## src/rtl/time_set_ctrl.sv

```systemverilog
// Front-panel set-mode controller: field select FSM, increment pulses with auto-repeat, idle timeout.
// Latency: button sampled at edge N acts at edge N+2; no backpressure, every output is registered each cycle.
module time_set_ctrl #(
    parameter int REPEAT_DLY = 3,
    parameter int TIMEOUT    = 30
) (
    input  logic       clk_1Hz,
    input  logic       rst_n,
    input  logic       btn_mode,
    input  logic       btn_up,
    output logic       run_en,
    output logic [2:0] field_sel,
    output logic       blink,
    output logic       set_inc_min,
    output logic       set_inc_hour,
    output logic       set_inc_day,
    output logic       set_inc_month,
    output logic       set_inc_year
);

    localparam int HW = $clog2(REPEAT_DLY + 1);
    localparam int IW = $clog2(TIMEOUT);
    localparam logic [HW-1:0] HOLD_MAX = HW'(REPEAT_DLY);
    localparam logic [IW-1:0] IDLE_MAX = IW'(TIMEOUT - 1);

    typedef enum logic [2:0] {
        ST_RUN   = 3'd0,
        ST_MIN   = 3'd1,
        ST_HOUR  = 3'd2,
        ST_DAY   = 3'd3,
        ST_MONTH = 3'd4,
        ST_YEAR  = 3'd5
    } state_e;

    logic          mode_meta_q, mode_meta_d, mode_s_q, mode_s_d, mode_dly_q, mode_dly_d;
    logic          up_meta_q, up_meta_d, up_s_q, up_s_d, up_dly_q, up_dly_d;
    state_e        state_q, state_d;
    logic [HW-1:0] hold_q, hold_d;
    logic [IW-1:0] idle_q, idle_d;
    logic          rep_ph_q, rep_ph_d;
    logic          run_en_q, run_en_d;
    logic          blink_q, blink_d;
    logic [4:0]    inc_q, inc_d;

    logic          mode_rise, up_rise, set_active, pulse;

    always_ff @(posedge clk_1Hz or negedge rst_n) begin
        if (!rst_n) begin
            mode_meta_q <= 1'b0;
            mode_s_q    <= 1'b0;
            mode_dly_q  <= 1'b0;
            up_meta_q   <= 1'b0;
            up_s_q      <= 1'b0;
            up_dly_q    <= 1'b0;
            state_q     <= ST_RUN;
            hold_q      <= '0;
            idle_q      <= '0;
            rep_ph_q    <= 1'b0;
            run_en_q    <= 1'b1;
            blink_q     <= 1'b0;
            inc_q       <= '0;
        end else begin
            mode_meta_q <= mode_meta_d;
            mode_s_q    <= mode_s_d;
            mode_dly_q  <= mode_dly_d;
            up_meta_q   <= up_meta_d;
            up_s_q      <= up_s_d;
            up_dly_q    <= up_dly_d;
            state_q     <= state_d;
            hold_q      <= hold_d;
            idle_q      <= idle_d;
            rep_ph_q    <= rep_ph_d;
            run_en_q    <= run_en_d;
            blink_q     <= blink_d;
            inc_q       <= inc_d;
        end
    end

    always_comb begin
        mode_meta_d = btn_mode;
        mode_s_d    = mode_meta_q;
        mode_dly_d  = mode_s_q;
        up_meta_d   = btn_up;
        up_s_d      = up_meta_q;
        up_dly_d    = up_s_q;
    end

    assign mode_rise = mode_s_q & ~mode_dly_q;
    assign up_rise   = up_s_q & ~up_dly_q;

    // Next state plus the hold/idle counters; a mode rise always wins and clears both.
    always_comb begin
        state_d    = state_q;
        hold_d     = '0;
        idle_d     = '0;
        set_active = 1'b0;
        case (state_q)
            ST_RUN:   if (mode_rise) state_d = ST_MIN;
            ST_MIN, ST_HOUR, ST_DAY, ST_MONTH, ST_YEAR: begin
                if (mode_rise) begin
                    case (state_q)
                        ST_MIN:   state_d = ST_HOUR;
                        ST_HOUR:  state_d = ST_DAY;
                        ST_DAY:   state_d = ST_MONTH;
                        ST_MONTH: state_d = ST_YEAR;
                        default:  state_d = ST_RUN;
                    endcase
                end else begin
                    set_active = 1'b1;
                    if (!mode_s_q && !up_s_q) begin
                        if (idle_q == IDLE_MAX) state_d = ST_RUN;
                        else                    idle_d  = idle_q + IW'(1);
                    end
                    if (up_s_q) hold_d = (hold_q == HOLD_MAX) ? hold_q : hold_q + HW'(1);
                end
            end
            default:  state_d = ST_RUN;
        endcase
    end

    always_comb begin
        run_en_d = (state_d == ST_RUN);
        if (state_d == ST_RUN)        blink_d = 1'b0;
        else if (state_d != state_q)  blink_d = 1'b1;
        else                          blink_d = ~blink_q;

        rep_ph_d = 1'b0;
        pulse    = 1'b0;
        if (set_active && up_s_q) begin
            // Once saturated, the phase flop gives a low-first period-2 repeat train.
            if (hold_q == HOLD_MAX) begin
                rep_ph_d = ~rep_ph_q;
                pulse    = up_rise | rep_ph_q;
            end else begin
                pulse    = up_rise;
            end
        end

        inc_d = '0;
        if (pulse) begin
            case (state_q)
                ST_MIN:   inc_d[0] = 1'b1;
                ST_HOUR:  inc_d[1] = 1'b1;
                ST_DAY:   inc_d[2] = 1'b1;
                ST_MONTH: inc_d[3] = 1'b1;
                ST_YEAR:  inc_d[4] = 1'b1;
                default:  inc_d    = '0;
            endcase
        end
    end

    assign run_en        = run_en_q;
    assign field_sel     = state_q;
    assign blink         = blink_q;
    assign set_inc_min   = inc_q[0];
    assign set_inc_hour  = inc_q[1];
    assign set_inc_day   = inc_q[2];
    assign set_inc_month = inc_q[3];
    assign set_inc_year  = inc_q[4];

endmodule
```

## config.mk

```make
export PLATFORM = sky130hd
export DESIGN_NAME = time_set_ctrl
export DESIGN_NICKNAME = d
export VERILOG_FILES = /design/src/rtl/time_set_ctrl.sv
export SDC_FILE = /design/constraint.sdc
export NUM_CORES = 1
export LEC_CHECK = 0
export BUFFER_PORTS_ARGS = -buffer_cell sky130_fd_sc_hd__clkbuf_2
export CAP_MARGIN = 40
export CORE_MARGIN = 4
export CORE_UTILIZATION = 55
export DETAILED_ROUTE_END_ITERATION = 16
export PLACE_DENSITY_LB_ADDON = 0.25
export SLEW_MARGIN = 20
export SYNTH_ARGS = -nofsm -noshare
export SYNTH_HDL_FRONTEND = slang
export SYNTH_SLANG_ARGS = --single-unit
export TNS_END_PERCENT = 50
```

## constraint.sdc

```tcl
create_clock -name clk_1Hz -period 2.4 [get_ports clk_1Hz]
set_input_delay 0.36 -clock clk_1Hz [delete_from_list [all_inputs] [get_ports clk_1Hz]]
set_output_delay 0.36 -clock clk_1Hz [all_outputs]
set_load 0.01 [all_outputs]
```

==> qor.csv <==
metric;value;unit
sequential fraction of the synthesis area;58.2;%
Net Count, Synth;90;
setup TNS;0;ns
starting density of the core;59.2;%
cell count after placement;118;
Vias/cell;5.57;
TritonCTS clock tree;built;
gpl congestion;0.778;
CTS Buf Count;3;
r2r setup slk;1.04;ns
Flop pwr share;56.1;%
number of setup buffers added after CTS;0;
crit-path cells;clkbuf_2;
share of layout cells above drive strength 1;23.7;%
worst ir drop on vdd;0.000450;V
Port Buf Inserts;13;
Buf/Inv on CP;1;
nets@finish;105;
Root Driver;clkbuf_4;
fin crit share;61.9;%
switching share of power;33.4;%
RSZ-0062 raised after global routing;no;
Register-to-Register Path Depth;5;
post-cts resize count;0;
gr usage total;14.6;%
synth warn;0;
Internal Dissipation;0.650;mW
Fmax;0.673;GHz
slowest cell on the critical path;dfrtp_1;
FF-to-FF End;field_sel[0];
fin crit period;1.49;ns
vias;679;
Setup CP Type;reg -> out;
status;finished, final reports clean;
Worst Skew;0.00804;ns
Worst setup EP type;output pin;
antenna violations before repair;0;
core area;1750;um2
startpoint types;flop;
Worst EP required;2.04;ns
fin cells;122;
worst stage delay on the critical path;0.61;ns
clk slew on worst S/H paths;0.12;ns
Initial DRT Pass Iterations;4;
CP max FO;12;
# setup viols final;0;
Post-synth EDFFs;0;
clock latency on the worst-skew pair;0.30;ns
count of cell types in the netlist;34;
global route overflow;0;
DIE HEIGHT;51.4;um
total leakage power;0.525;nW
PD cells;861;nW/um2
Ant. Diodes;0;
H-tree levels;1;
top cell family by delay on the critical path;flip-flops;
I/O pin total;14;
combinational power share;26.3;%
CP arrival;1.13;ns
first-pass GRT wire length;2.77;mm
final WL;1.63;mm
Chip Width;51.4;um
initial drt markers;10;
Clock Tree Buf Depth;2;
remaining antenna violation count;0;
switching pwr;0.326;mW
num rows;15;
predominant post-synthesis flop cell;dfrtp_1;
Hold WS;0.0186;ns
clock tree sinks;24;
Slew headroom;62.4;%
fin. max-slew vios;0;
vias in the first global route;655;
type of the tightest min-delay check;in -> async;
synthesized area;1030;um2
max_cap viols;0;
hold_buf cts;0;
Worst-Margin Slew;0.564;ns
post-synthesis register bit count;24;
Synth Instances;83;
pin count of the biggest net entering global routing;25;
die outline area;2640;um2
synthesized area per cell;12.5;um2
DRC errors left;0;
worst reg2reg startpoint;idle_q[1];
Post-Route Utilization;64.9;%
Clock power frac;17.6;%
Layout area overhead;9.56;%
Hold Vio Cnt, Final;0;
WL/cell;13.3;um
HPWL Detailed;1.18;mm
Post-synth ARST share;100;%
[worst max path at each step]
stage                      start            to  slack, ns  cells after the start
floorplan              idle_q[1]  field_sel[0]       1.13                      5
global placement       idle_q[1]  field_sel[0]       1.08                      5
detailed placement     idle_q[1]  field_sel[0]       1.07                      5
CTS                 field_sel[1]  field_sel[1]       0.91                      1
global route        field_sel[1]  field_sel[1]       0.84                      1
finish              field_sel[1]  field_sel[1]       0.91                      1
[flip-flops by register name, summed over array words and instances (netlist names), 2 cells and up]
signal	count
inc_q	5
field_sel	3
idle_q	5
hold_q	2
[cell families after synthesis]
logic type	synth area share (%)
DFF	58.2
AOI/OAI and AO/OA	8.23
and+or+nand+nor	22.0
xor gates and xnor gates	4.24
adders and majority gates	3.63
muxes	0.969
buffers and inverters	2.66
[synth_stat cells, types with 3 or more instances]
master / count / area (um2)
dfrtp_1: 23 / 576
ha_1: 3 / 37.5
nand2b_1: 4 / 25.0
nor2_1: 8 / 30.0
nor2b_1: 3 / 18.8
nor3_1: 3 / 15.0
xor2_1: 4 / 35.0
[cell usage in the layout, fill, tap and decap left out, drive strengths merged, types with 2 or more instances in the layout]
cell / count
dfrtp: 23
clkbuf: 17
nor2: 8
xor2: 4
nand2b: 4
nor2b: 3
nor3: 3
ha: 3
nand4: 3
nand2: 3
nor4: 3
nand3: 2
nor3b: 2
a21oi: 2
o21a: 2
o21ai: 2
[routing by layer]
metal / GRT usage (%) / up-vias / routed length, um
met4: 9.17 / 0 / 30
met1: 17.7 / 334 / 715
li1: - / 320 / -
met3: 2.62 / 4 / 91
met5: 0 / - / 0
met2: 24.0 / 21 / 787
[final cells by class]
type / instances / area [um2]
Timing Repair Buffer: 13 / 65.1
Tap cell: 25 / 31.3
Inverter: 1 / 3.75
Clock buffer: 4 / 26.3
Fill cell: 141 / 613
Sequential cell: 24 / 602
Multi-Input combinational cell: 55 / 404
[power groups by stage]
| stage | Combinational, mW | Clock (mW) | Sequential (mW) |
|---|---|---|---|
| 2_1_floorplan | 0.222 | 0 | 0.524 |
| 3_3_place_gp | 0.250 | 0 | 0.549 |
| 3_5_place_dp | 0.258 | 0 | 0.554 |
| 4_1_cts | 0.259 | 0.181 | 0.546 |
| 5_1_grt | 0.286 | 0.192 | 0.559 |
| 6_report | 0.256 | 0.171 | 0.548 |
[per-stage QoR]
stage	total power [mW]	cell area, um2	setup WS (ns)
6_report	0.975	1130	0.915
3_3_place_gp	0.799	1110	1.08
3_5_place_dp	0.812	1110	1.07
4_1_cts	0.986	1130	0.906
2_1_floorplan	0.746	1030	1.13
5_1_grt	1.04	1130	0.839
No activity file was read; power rests on OpenSTA's default activity.
